$ cat config.mk
export PLATFORM = sky130hd
export DESIGN_NAME = multicycle_control_fsm
export DESIGN_NICKNAME = d
export VERILOG_FILES = /design/src/rtl/multicycle_control_fsm.sv
export SDC_FILE = /design/constraint.sdc
export NUM_CORES = 1
export LEC_CHECK = 0
export BUFFER_PORTS_ARGS = -buffer_cell sky130_fd_sc_hd__buf_2
export CORE_AREA = 5 5 73 75
export DETAILED_ROUTE_END_ITERATION = 10
export DIE_AREA = 0 0 78 80
export GPL_ROUTABILITY_DRIVEN = 0
export PLACE_DENSITY = 0.74
export SKIP_CTS_REPAIR_TIMING = 1
export SLEW_MARGIN = 25
export SYNTH_ARGS = -nofsm -noshare
export SYNTH_HDL_FRONTEND = slang
export SYNTH_SLANG_ARGS = --single-unit
$ cat constraint.sdc
create_clock -name clk -period 3.1 [get_ports clk]
set_clock_uncertainty 0.1 [all_clocks]
set_input_delay 0.31 -clock clk [delete_from_list [all_inputs] [get_ports clk]]
set_output_delay 0.31 -clock clk [all_outputs]
set_load 0.1 [all_outputs]
$ cat src/rtl/multicycle_control_fsm.sv
// multicycle_control_fsm
//   Main controller for the multicycle RV32I datapath. Each instruction is
//   walked through FETCH / DECODE / execute / writeback states. The
//   controller drives the shared-ALU, shared-memory and register-file
//   control strobes. It stalls on the memory-ready handshake, flags
//   unsupported opcodes and counts retired instructions.
//
// Parameters
//   MEM_HANDSHAKE   1: FETCH/MEMREAD/MEMWRITE wait for mem_ready; 0: mem_ready ignored
//   TRAP_ON_ILLEGAL 1: illegal opcode parks in TRAP until reset; 0: pulse flag, refetch
//   CNT_W           width of the retired-instruction counter
//
// Ports
//   clk, reset        rising-edge clock, synchronous active-high reset
//   op                instr[6:0] from the instruction register
//   mem_ready         memory finishes the current access this cycle
//   zero              ALU zero flag, used by BEQ
//   pc_write          PC load enable
//   adr_src           memory address select (0 PC, 1 ALU result register)
//   mem_write         data memory write strobe
//   ir_write          instruction register load enable
//   reg_write         register file write enable
//   result_src        00 ALUOut, 01 Data, 10 ALUResult
//   alu_src_a         00 PC, 01 OldPC, 10 rs1
//   alu_src_b         00 rs2, 01 ImmExt, 10 constant 4
//   alu_op            00 add, 01 sub, 10 decode by funct
//   imm_src           immediate format, decoded straight from op
//   illegal_instr     unsupported opcode seen in DECODE (held while trapped)
//   instret           retired-instruction count

module multicycle_control_fsm #(
    parameter bit MEM_HANDSHAKE   = 1'b1,
    parameter bit TRAP_ON_ILLEGAL = 1'b1,
    parameter int CNT_W           = 32
) (
    input  logic             clk,
    input  logic             reset,
    input  logic [6:0]       op,
    input  logic             mem_ready,
    input  logic             zero,
    output logic             pc_write,
    output logic             adr_src,
    output logic             mem_write,
    output logic             ir_write,
    output logic             reg_write,
    output logic [1:0]       result_src,
    output logic [1:0]       alu_src_a,
    output logic [1:0]       alu_src_b,
    output logic [1:0]       alu_op,
    output logic [1:0]       imm_src,
    output logic             illegal_instr,
    output logic [CNT_W-1:0] instret
);

    localparam logic [6:0] OP_LW  = 7'b0000011;
    localparam logic [6:0] OP_SW  = 7'b0100011;
    localparam logic [6:0] OP_R   = 7'b0110011;
    localparam logic [6:0] OP_I   = 7'b0010011;
    localparam logic [6:0] OP_JAL = 7'b1101111;
    localparam logic [6:0] OP_BEQ = 7'b1100011;

    typedef enum logic [3:0] {
        FETCH, DECODE, MEMADR, MEMREAD, MEMWB, MEMWRITE,
        EXECR, EXECI, ALUWB, JAL, BEQ, TRAP
    } state_t;

    state_t state, next_state;
    logic   ready;
    logic   pc_update;
    logic   branch;
    logic   retire;

    // With the handshake disabled every memory access completes in one cycle.
    assign ready = MEM_HANDSHAKE ? mem_ready : 1'b1;

    // A taken branch loads the PC alongside the unconditional updates.
    assign pc_write = pc_update | (branch & zero);

    // State register and retired-instruction counter; the counter wraps naturally.
    always_ff @(posedge clk) begin
        if (reset) begin
            state   <= FETCH;
            instret <= '0;
        end else begin
            state <= next_state;
            if (retire) begin
                instret <= instret + CNT_W'(1);
            end
        end
    end

    // Next-state and Moore control outputs. The only input-dependent terms
    // are the memory-ready gating in the memory states and the opcode
    // dispatch in DECODE / MEMADR.
    always_comb begin
        next_state    = state;
        pc_update     = 1'b0;
        branch        = 1'b0;
        retire        = 1'b0;
        adr_src       = 1'b0;
        mem_write     = 1'b0;
        ir_write      = 1'b0;
        reg_write     = 1'b0;
        result_src    = 2'b00;
        alu_src_a     = 2'b00;
        alu_src_b     = 2'b00;
        alu_op        = 2'b00;
        illegal_instr = 1'b0;

        case (state)
            FETCH: begin
                alu_src_b  = 2'b10;
                result_src = 2'b10;
                if (ready) begin
                    ir_write   = 1'b1;
                    pc_update  = 1'b1;
                    next_state = DECODE;
                end
            end
            DECODE: begin
                // Precompute the branch target into ALUOut while decoding.
                alu_src_a = 2'b01;
                alu_src_b = 2'b01;
                case (op)
                    OP_LW, OP_SW: next_state = MEMADR;
                    OP_R:         next_state = EXECR;
                    OP_I:         next_state = EXECI;
                    OP_JAL:       next_state = JAL;
                    OP_BEQ:       next_state = BEQ;
                    default: begin
                        illegal_instr = 1'b1;
                        next_state    = TRAP_ON_ILLEGAL ? TRAP : FETCH;
                    end
                endcase
            end
            MEMADR: begin
                alu_src_a  = 2'b10;
                alu_src_b  = 2'b01;
                next_state = (op == OP_LW) ? MEMREAD : MEMWRITE;
            end
            MEMREAD: begin
                adr_src = 1'b1;
                if (ready) begin
                    next_state = MEMWB;
                end
            end
            MEMWB: begin
                result_src = 2'b01;
                reg_write  = 1'b1;
                retire     = 1'b1;
                next_state = FETCH;
            end
            MEMWRITE: begin
                // The write strobe stays up through the cycle memory accepts it.
                adr_src   = 1'b1;
                mem_write = 1'b1;
                if (ready) begin
                    retire     = 1'b1;
                    next_state = FETCH;
                end
            end
            EXECR: begin
                alu_src_a  = 2'b10;
                alu_op     = 2'b10;
                next_state = ALUWB;
            end
            EXECI: begin
                alu_src_a  = 2'b10;
                alu_src_b  = 2'b01;
                alu_op     = 2'b10;
                next_state = ALUWB;
            end
            ALUWB: begin
                reg_write  = 1'b1;
                retire     = 1'b1;
                next_state = FETCH;
            end
            JAL: begin
                // PC takes the target from ALUOut while PC+4 is formed for rd.
                alu_src_a  = 2'b01;
                alu_src_b  = 2'b10;
                pc_update  = 1'b1;
                next_state = ALUWB;
            end
            BEQ: begin
                alu_src_a  = 2'b10;
                alu_op     = 2'b01;
                branch     = 1'b1;
                retire     = 1'b1;
                next_state = FETCH;
            end
            TRAP: begin
                illegal_instr = 1'b1;
            end
            default: begin
                next_state = FETCH;
            end
        endcase
    end

    // Immediate format follows the opcode directly so it is ready in DECODE.
    always_comb begin
        case (op)
            OP_SW:   imm_src = 2'b01;
            OP_BEQ:  imm_src = 2'b10;
            OP_JAL:  imm_src = 2'b11;
            default: imm_src = 2'b00;
        endcase
    end

endmodule

==> impl_metrics.py <==
metrics = {
    "drt": {
        "antenna_left": 0,
        "drc": 0,
        "vias_per_cell": 5.42,
        "vias": 2005,
        "firstDrtPassIters": 4,
        "first_iter_violations": 58,
        "wl_mm": 4.88,
        "wire_per_inst_um": 13.2,
    },
    "logic_synthesis": {
        "syn_inst": 265,
        "synth_edf_count": 0,
        "syn_nets": 277,
        "syn-cell-area_um2": 2190,
        "ys_types": 47,
        "synth_top_area_share_pct": 32.9,
        "syn_area_per_cell_um2": 8.27,
        "yosysSeqAreaShare_pct": 32.9,
        "yosysWarnings": 0,
        "yosys.area.top_type": "dfxtp_1",
        "async_reset_ff_share_pct": 0,
        "synthFlopType": "dfxtp_1",
        "synthTopCellsByArea": "dfxtp_1 (33%), xnor2_1 (11%), nor2_1 (7.0%)",
        "ys_ff_latch": 36,
    },
    "power_and_ir_drop": {
        "leakage_nw": 1.09,
        "peakVddDrop_mv": 0.336,
        "power_frac_seq_pct": 35.2,
        "pwr-share-clk_pct": 33.3,
        "power_density_nw_per_um2": 507,
        "finalPower_mw": 1.36,
        "p_int_mw": 0.840,
        "power.switching_mw": 0.522,
        "swShare_pct": 38.3,
        "pwr-share-comb_pct": 31.5,
    },
    "global_route": {
        "first_global_vias": 1835,
        "grt_start_max_net_pins": 39,
        "grt_pass1_wl_mm": 8.32,
        "grt.overflow.total": 0,
        "antenna_found_initial": 0,
        "grt_usage_pct": 16.2,
    },
    "worst_setup_path": {
        "cp.required_ns": 3.16,
        "r2r_start": "instret[5]",
        "startpoint": "instret[5]",
        "crit_slowest_cell": "or4_1",
        "crit_path_start_kind": "register",
        "crit_type": "reg -> reg",
        "end_kind": "register",
        "crit_chain": "nand4_2 > or4_1 > nor4_2 > xnor2_1 > nor2_1",
        "cp_max_fo": 15,
        "max_stage_delay_ns": 0.97,
        "critPathArrivalTime_ns": 2.51,
    },
    "sta": {
        "slew_headroom_pct": 37.1,
        "setup_viol": 0,
        "holdWs_ns": 0.294,
        "worstMarginPinSlew_ns": 0.944,
        "max_freq_mhz": 408,
        "period_minus_slack_ns": 2.45,
        "drv_slew": 0,
        "tns_ns": 0,
        "worst_slack_ns": 0.647,
        "hold_violations": 0,
        "period_share_pct": 79.1,
        "rsz0062_at_grt": "no",
    },
    "cts": {
        "clockBufferDepth": 2,
        "clkSinkCount": 36,
        "cts.htree.levels": 2,
        "cts_tree": "built",
        "cts_root_buf": "clkbuf_8",
        "insertion_delay_ns": 0.29,
        "cts-buffers-inserted": 5,
        "path_clk_slew_ns": 0.07,
    },
    "floorplan": {
        "die_h_um": 80,
        "dieArea_um2": 6240,
        "rows": 25,
        "core_um2": 4600,
        "io_pins": 59,
        "die_x_um": 78,
        "initial_core_util_pct": 47.7,
    },
    "run_status": {
        "run_status": "completed",
    },
    "cells_and_area": {
        "layout-drive-gt1-share_pct": 30.7,
        "final_area_um2": 2690,
        "syn_to_final_growth_pct": 22.5,
        "antennaDiodeCount": 0,
        "fin_nets": 327,
        "fill_cells": 442,
    },
    "worst_hold_path": {
        "min_from": "mem_ready",
        "hold_class": "in -> reg",
    },
    "placement": {
        "place_area_um2": 2560,
        "io_buffers": 58,
        "dpl.hpwl_mm": 3.48,
        "pre_cts_slack_ns": 0.673,
    },
    "flow_run": {
        "drv_cap": 0,
    },
}
-- state kept, by name (all words and copies together) (netlist names) --
register / count
instret: 32
state: 4
-- Yosys cell counts, types with 5 or more instances --
library cell  count
a21oi_1          12
clkbuf_1         13
dfxtp_1          36
nand2_1          20
nand3_1           8
nand4_1           8
nor2_1           41
nor3_1           14
nor4_2            7
nor4_4            5
o21ai_0           7
or3_1             5
xnor2_1          28
-- cells in the final DEF (no fill, tap or decap), drive strengths merged, types with 2 or more instances in the layout --
cell type and count:
a21oi 12, a31oi 2, and2 4, and4 3, buf 64, clkbuf 7
dfxtp 36, inv 4, mux2i 2, nand2 20, nand2b 4, nand3 8
nand4 9, nor2 41, nor2b 2, nor3 15, nor3b 4, nor4 13
nor4b 5, o21ai 7, or3 5, or4 2, xnor2 28, xor2 3
-- routing by layer --
| layer | vias up | share of wire (%) | global-route usage [%] |
|---|---|---|---|
| li1 | 1024 | - | - |
| met1 | 930 | 46 | 19.7 |
| met2 | 42 | 47 | 27.4 |
| met3 | 9 | 5.6 | 4.29 |
| met4 | 0 | 1.6 | 6.08 |
| met5 | - | 0 | 0 |
-- worst max-delay path: cells and delay by family (launching register included) --
family                    cells  cell delay (ns)
xor gates and xnor gates      1             0.16
DFF                           1             0.43
and+or+nand+nor               4             1.63
-- final timing paths --
check                      to  depth (start not counted)  slack (ns)
setup / recovery  instret[27]                          5        0.65
hold / removal       state[2]                          4        0.29
setup reg to reg  instret[27]                          5        0.65
hold reg to reg   instret[23]                          2        0.43
-- per-stage QoR --
| step | utilization, % | instances |
|---|---|---|
| final | 58.4 | 370 |
| after global routing | 58.4 | 370 |
| after CTS | 58.4 | 370 |
| after detailed placement | 55.6 | 362 |
| after global placement | 55.6 | 362 |
| after floorplan | - | 265 |
-- cell type report --
| cell class | count | area [µm²] | share of cell area [%] |
|---|---|---|---|
| multi-input cells | 204 | 1410 | 52.4 |
| clock inverters | 1 | 30.0 | 1.12 |
| well taps | 54 | 67.6 | 2.52 |
| clock buffers | 7 | 96.3 | 3.59 |
| flip-flops and latches | 36 | 721 | 26.8 |
| inverters | 4 | 15.0 | 0.559 |
| repair buffers | 64 | 348 | 13.0 |
-- power groups by stage --
stage	Sequential, mW	Combinational (mW)	Clock, mW
floorplan	0.502	0.347	0
CTS	0.479	0.431	0.460
global route	0.480	0.450	0.485
global placement	0.489	0.428	0
finish	0.479	0.429	0.454
detailed placement	0.489	0.430	0
-- cells by family (layout without fill, tap and decap cells) --
logic type               after synthesis  after routing  share of synthesized area [%]
AND/OR/NAND/NOR                      140            140                           39.7
AO/OA/AOI/OAI                         29             29                           7.82
adder cells (fa/ha/maj)                2              2                           1.03
XOR/XNOR                              31             31                           12.4
buffers and inverters                 25             76                           5.25
flip-flops                            36             36                           32.9
multiplexers                           2              2                          0.913
Note: power is estimated with default switching activity, not from simulation.
